**config.mk**
```make
export PLATFORM = sky130hd
export DESIGN_NAME = pipe_skid_stage
export DESIGN_NICKNAME = d
export VERILOG_FILES = /design/src/rtl/pipe_skid_stage.sv
export SDC_FILE = /design/constraint.sdc
export NUM_CORES = 1
export LEC_CHECK = 0
export ABC_AREA = 1
export BUFFER_PORTS_ARGS = -buffer_cell sky130_fd_sc_hd__buf_2
export CAP_MARGIN = 15
export CORE_UTILIZATION = 50
export CTS_CLUSTER_SIZE = 12
export DETAILED_ROUTE_END_ITERATION = 7
export PLACE_DENSITY = 0.74
export SLEW_MARGIN = 20
export SYNTH_ARGS = -nofsm -noshare
export SYNTH_HDL_FRONTEND = slang
export SYNTH_SLANG_ARGS = --single-unit
```
**constraint.sdc**
```tcl
create_clock -name clk -period 1.2 [get_ports clk]
set_clock_uncertainty 0.05 [all_clocks]
set_input_delay 0.06 -clock clk [delete_from_list [all_inputs] [get_ports clk]]
set_output_delay 0.06 -clock clk [all_outputs]
set_load 0.005 [all_outputs]
```
**src/rtl/pipe_skid_stage.sv**
```systemverilog
// ============================================================================
// Module   : pipe_skid_stage
// Brief    : 2-entry valid/ready skid buffer; in_ready is registered state only.
//            Optional stall counter enabled by `define PIPE_SKID_STALL_CNT_EN.
// Revision : 1.0 - initial release
// ============================================================================
`default_nettype none

module pipe_skid_stage #(
    parameter int            _W       = 32,
    parameter logic [_W-1:0] RST_VECT = '0
) (
    input  logic          clk,
    input  logic          rst,
    input  logic          flush,
    input  logic          in_valid,
    output logic          in_ready,
    input  logic [_W-1:0] in_data,
    output logic          out_valid,
    input  logic          out_ready,
    output logic [_W-1:0] out_data
`ifdef PIPE_SKID_STALL_CNT_EN
    ,
    output logic [31:0]   stall_cnt
`endif
);

    logic          r_main_v;
    logic          r_skid_v;
    logic [_W-1:0] r_main_d;
    logic [_W-1:0] r_skid_d;

    logic          w_in_fire;
    logic          w_out_fire;

    // Ready depends only on the skid flag, so a downstream stall never
    // propagates combinationally to the producer.
    assign in_ready   = ~r_skid_v & ~flush;
    assign out_valid  = r_main_v & ~flush;
    assign out_data   = flush ? '0 : r_main_d;

    assign w_in_fire  = in_valid & in_ready;
    assign w_out_fire = out_valid & out_ready;

    always_ff @(posedge clk) begin
        if (rst || flush) begin
            r_main_v <= 1'b0;
            r_skid_v <= 1'b0;
            r_main_d <= RST_VECT;
            r_skid_d <= RST_VECT;
        end else begin
            case ({r_main_v, r_skid_v})
                2'b00: begin
                    if (w_in_fire) begin
                        r_main_v <= 1'b1;
                        r_main_d <= in_data;
                    end
                end
                2'b10: begin
                    if (w_in_fire && w_out_fire) begin
                        r_main_d <= in_data;
                    end else if (w_in_fire) begin
                        r_skid_v <= 1'b1;
                        r_skid_d <= in_data;
                    end else if (w_out_fire) begin
                        r_main_v <= 1'b0;
                    end
                end
                2'b11: begin
                    if (w_out_fire) begin
                        r_skid_v <= 1'b0;
                        r_main_d <= r_skid_d;
                    end
                end
                default: begin
                    // Skid valid without main valid is unreachable; recover to empty.
                    r_main_v <= 1'b0;
                    r_skid_v <= 1'b0;
                end
            endcase
        end
    end

`ifdef PIPE_SKID_STALL_CNT_EN
    logic [31:0] r_stall_cnt;

    // Saturating; flush deliberately leaves the count intact.
    always_ff @(posedge clk) begin
        if (rst) begin
            r_stall_cnt <= 32'd0;
        end else if (out_valid && !out_ready && (r_stall_cnt != 32'hFFFF_FFFF)) begin
            r_stall_cnt <= r_stall_cnt + 32'd1;
        end
    end

    assign stall_cnt = r_stall_cnt;
`endif

endmodule

`default_nettype wire

```
Word level (Yosys, flattened, before mapping)
Cells that the tools add are included.
Widths: inputs -> output; s select.
{"block": "op_classes", "eq_ne": 9, "muxes": 12, "bitwise_logic": 9, "n_reduce_logical": 8}
{"op": "$mux 32", "count": 4}
{"op": "$pmux 32 s3", "count": 1}
{"op": "$ne 2x2->1 const B", "count": 7}
{"op": "$reduce_and 4->1", "count": 2}
{"op": "$pmux 1 s3", "count": 2}
{"op": "$mux 1", "count": 5}
{"op": "$not 1->1", "count": 5}
{"op": "$reduce_and 5->1", "count": 1}
{"op": "$and 1x1->1", "count": 4}
{"op": "$eq 2x2->1 const B", "count": 2}
{"op": "$reduce_and 3->1", "count": 1}
{"op": "$reduce_bool 3->1", "count": 1}
{"op": "$logic_not 2->1", "count": 1}
{"op": "$logic_and 1x1->1", "count": 1}
{"op": "$logic_or 1x1->1", "count": 1}
{"block": "totals", "ff_bits": 66, "input_bits": 37, "output_inout_bits": 34, "word_cells": 42}

Logic depth before layout (Yosys ltp)
{"block": "logic_depth", "word_depth": 7, "depth_mapped": 9}

Worst setup path before layout
OpenSTA, ideal clock, no wires.
{"block": "synth_timing", "path_type": "flip-flop to flip-flop", "startpoint": "register r_skid_v", "endpoint": "register r_main_d[10]", "setup_ns": 0.115, "t_arrival_ns": 1.053, "required_ns": 1.035, "path_slack_ns": -0.018, "stages_incl_launch_ff": 9, "n_path_buf": 2, "cell_sequence": "dfxtp_1 > buf_6 > nor2_8 > nand2_8 > nand2_4 > buf_4 > nand3_1 > nand2_1 > nor2_1"}
{"block": "synth_via", "elab_chain_cells": 6, "elab_cells_between_ends": 13}
{"item": "from (decl)", "line": "29", "source": "logic r_skid_v;"}
{"item": "from (signal assigned)", "line": "48", "source": "r_skid_v <= 1'b0;"}
{"item": "from (signal assigned)", "line": "63", "source": "r_skid_v <= 1'b1;"}
{"item": "from (signal assigned)", "line": "71", "source": "r_skid_v <= 1'b0;"}
{"item": "$not 1->1 (*)", "line": "38", "source": "assign in_ready = ~r_skid_v & ~flush;"}
{"item": "$and 1x1->1 (*)", "line": "38"}
{"item": "net in_ready", "line": "17", "source": "output logic in_ready,"}
{"item": "$and 1x1->1 (*)", "line": "42", "source": "assign w_in_fire = in_valid & in_ready;"}
{"item": "$logic_and 1x1->1", "line": "60", "source": "if (w_in_fire && w_out_fire) begin"}
{"item": "$ne 2x2->1 (no line)"}
{"item": "$reduce_and 4->1 (no line) (*)"}
{"item": "to (signal assigned)", "line": "56", "source": "r_main_d <= in_data;"}
{"item": "to (signal assigned)", "line": "61", "source": "r_main_d <= in_data;"}
{"item": "to (signal assigned)", "line": "72", "source": "r_main_d <= r_skid_d;"}
{"item": "to (decl)", "line": "30", "source": "logic [_W-1:0] r_main_d;"}
The timed path passes the listed nets; every way through them passes the cells marked *.
A chain may end at the register's enable or synchronous reset.

Final worst setup path
{"block": "layout_timing", "startpoint": "register r_skid_v", "endpoint": "register r_main_d[11]"}
{"block": "layout_via", "elab_chain_cells": 6, "elab_cells_between_ends": 13}
{"item": "$not 1->1", "line": "38"}
{"item": "$and 1x1->1", "line": "38"}
{"item": "$and 1x1->1", "line": "42"}
{"item": "$logic_and 1x1->1", "line": "60"}
{"item": "$ne 2x2->1 (no line)"}
{"item": "$reduce_and 4->1 (no line)"}
Several ways; a longest one is shown, not always the timed one.

==> run metrics <==
Post-DRT Antenna Nets 0; clk_lat worst skew 330 ps; number of buffers inserted by port buffering 70; status finished, violations left; type of the setup path with the least slack reg -> reg; number of clock sinks seen by CTS 66; final setup violation count 63; Switch Pwr 0.00126 W; top post-synthesis cells by area dfxtp_1 (37%), nor2_1 (10%), nand2_1 (10%); GR Overflow Total 0; hold_ws 36.3 ps; Post-synth EDFFs 0; Final min period 1280 ps; overall power of the completed layout 0.00492 W; I/O Pins 71; Yosys top cell by area dfxtp_1; portion of the post-synthesis area used by sequential elements 0.366; flip-flop cell with the highest count after synthesis dfxtp_1; Final GP Congestion 0.858; synth warn 0; list of most frequent post-synthesis cells nor2_1 (99), nand2_1 (96), dfxtp_1 (66), inv_1 (66), nand3_1 (64); power share of the sequential group 0.459; peak supply drop 0.000945 V; met3 wire length 599 um; maximum number of pins on one net before global-route repair 50; post-synthesis async set-or-reset flop share 0; static power due to leakage 2.32 nW; FF-to-FF Start r_skid_v; number of cells on the worst reg-to-reg path 7; number of library cell types mapped by synthesis 19; final standard cell utilization of the core 0.723; destination of the worst hold path r_skid_v; starting DRC count in detailed routing 298; final setup slack of the worst path -77.4 ps; largest fanout on the critical path 9; Worst Setup End Kind register; endpoint of the worst register-to-register path r_main_d[11]; floorplan die area 7560 um2; number of clock buffers inserted by TritonCTS 9; fraction of power consumed by combinational cells 0.161; Die Wd 87.0 um; Final Hold Vio Count 0; slowest stage cell, crit path dfxtp_4; hold depth 3; starting density of the core 0.525; RSZ-0062 raised after global routing true; total global-route track usage 0.272; number of standard-cell rows in the floorplan 30; DR pass1 iterations 5; met1 layer wirelength in the final routing 4.59 mm; worst slack after detailed placement -165 ps; Post-route DRC 0; transition time at the pin with the least slew margin 234 ps; hold wc startpoint in_valid; Min-Delay Path Class in -> reg; total count of max-transition violations in the final report 0; layout cell share with drive strength beyond 1 0.283; R2R setup slack -80 ps; cell internal power dissipation 0.00367 W; setup_tns -1870 ps; post-detailed-route wirelength per cell 13.6 um; count of inserted antenna diode cells 0; number of flip-flops and latches in the synthesized netlist 66; register cell area after layout 1330 um2; number of global-route vias before repair 3425; Critical Path, Cell by Cell nor2_8 -> nand2_8 -> nand2_8 -> clkbuf_16 -> nand3_1 -> nand2_1 -> nor2_1; HPWL after DPL 6.19 mm; timing-limited maximum frequency 783 MHz; Max-slew headroom 0.844; top layer reached by signal wires met4; die outline height 87.0 um; power density over cell area 991 nW/um2; buffer type at the clock tree root clkbuf_8; netlist area before placement 3610 um2; global-route wire length before repair 16.0 mm; switching part of the total 0.256; arrival time reported for the critical path endpoint 1450 ps; clock slew at reported path FFs 70 ps; DR WL met2 4.76 mm; TritonCTS clock tree yes; Syn Inst Count 541; area share of the largest cell type after synthesis 0.366; violated checks negative setup slack; core outline area 6870 um2; buffers from clock root to sink, at most 2; Area growth, synth to finish 37.7%; number of nets at the end of the flow 682; number of H-tree levels 3; antenna violations before repair 0; Slowest Stage Delay on Critical Path 390 ps; required arrival time at the worst endpoint 1380 ps; most common cell in the netlist nor2_1; total number of vias 3795; Syn Area/Cell 6.67 um2; Clock Power Share 0.380; max-capacitance violation count 0; syn_nets 578; DRT Wirelength 10.1 mm; via count normalized by instance count 5.09; startpoint class of the critical path register; Final Cycle Share 1.06; Multi-input gate area 1940 um2; most frequent cell on the critical path nand2_8; total of fill cells in the finished design 505
==> how the worst max path moves through the flow <==
stage	slack [ps]	end	cells past startpoint	startpoint
floorplan	-20	r_main_d[10]	8	r_skid_v
global placement	-110	r_main_d[18]	7	r_skid_v
detailed placement	-170	r_main_d[13]	7	r_skid_v
CTS	-60	r_main_d[7]	7	r_skid_v
global route	-140	r_main_d[11]	7	r_skid_v
finish	-80	r_main_d[11]	7	r_skid_v
==> area by class of cell <==
| class | count | area share |
|---|---|---|
| clock buffer | 14 | 0.0327 |
| clock inverter | 2 | 0.00705 |
| inverter | 67 | 0.0506 |
| multi-input combinational | 365 | 0.391 |
| sequential | 66 | 0.267 |
| tap | 96 | 0.0242 |
| timing repair buffer | 136 | 0.227 |
==> worst max-delay path, delay by kind of cell, from the launching register on <==
kind / cells / cell delay (ps)
buf+inv: 1 / 160
flops: 1 / 390
simple gates: 6 / 550
==> power by group through the flow <==
stage               Clock (W)  Combinational (W)  Sequential (W)
floorplan                   0           0.000386         0.00230
global placement            0           0.000600         0.00231
detailed placement          0           0.000607         0.00231
CTS                   0.00189           0.000718         0.00226
global route          0.00200           0.000865         0.00226
finish                0.00187           0.000791         0.00226
==> repair_timing <==
item	in CTS	in global routing
setup buffers	0	2
hold buffers	32	0
pin swaps	3	4
endpoints found under the setup margin	66	65
gates resized for setup	20	33
cloned	1	3
hold endpoints to repair	32	0
==> placed cells by master (no fill, tap or decap), types with 6 or more instances in the layout <==
| cell | n |
|---|---|
| buf_12 | 9 |
| a21oi_1 | 24 |
| o21ai_1 | 28 |
| dfxtp_1 | 64 |
| buf_4 | 14 |
| nor3_1 | 6 |
| nand3_2 | 13 |
| buf_2 | 70 |
| nor3_2 | 27 |
| dlygate4sd3_1 | 32 |
| nand3_1 | 51 |
| inv_1 | 65 |
| nor2_1 | 97 |
| nand2_1 | 95 |
| clkbuf_8 | 11 |
| buf_6 | 7 |
| a21oi_2 | 8 |
==> cells by family (layout without fill, tap and decap cells) <==
kind of cell,Yosys count,in the layout,share of synthesized area
DFF,66,66,0.366
buffers and inverters,111,219,0.149
and+or+nand+nor,299,300,0.394
AOI/OAI and AO/OA,65,65,0.0905
==> per-layer routing <==
metal	vias to the layer above	global-route usage
li1	1908	-
met5	-	0
met3	23	0.0540
met1	1715	0.369
met2	149	0.428
met4	0	0.103
==> through the flow <==
| step | std cells | cell area, um2 |
|---|---|---|
| after global placement | 692 | 4130 |
| after floorplan | 541 | 3610 |
| after CTS | 741 | 4750 |
| after detailed placement | 692 | 4130 |
| final | 746 | 4970 |
| after global routing | 746 | 4970 |
==> state kept, by name, indices dropped and copies added, names as in the netlist <==
signal,cells
r_main_d,32
r_main_v,1
r_skid_v,1
r_skid_d,32
No activity file was read; power rests on OpenSTA's default activity.
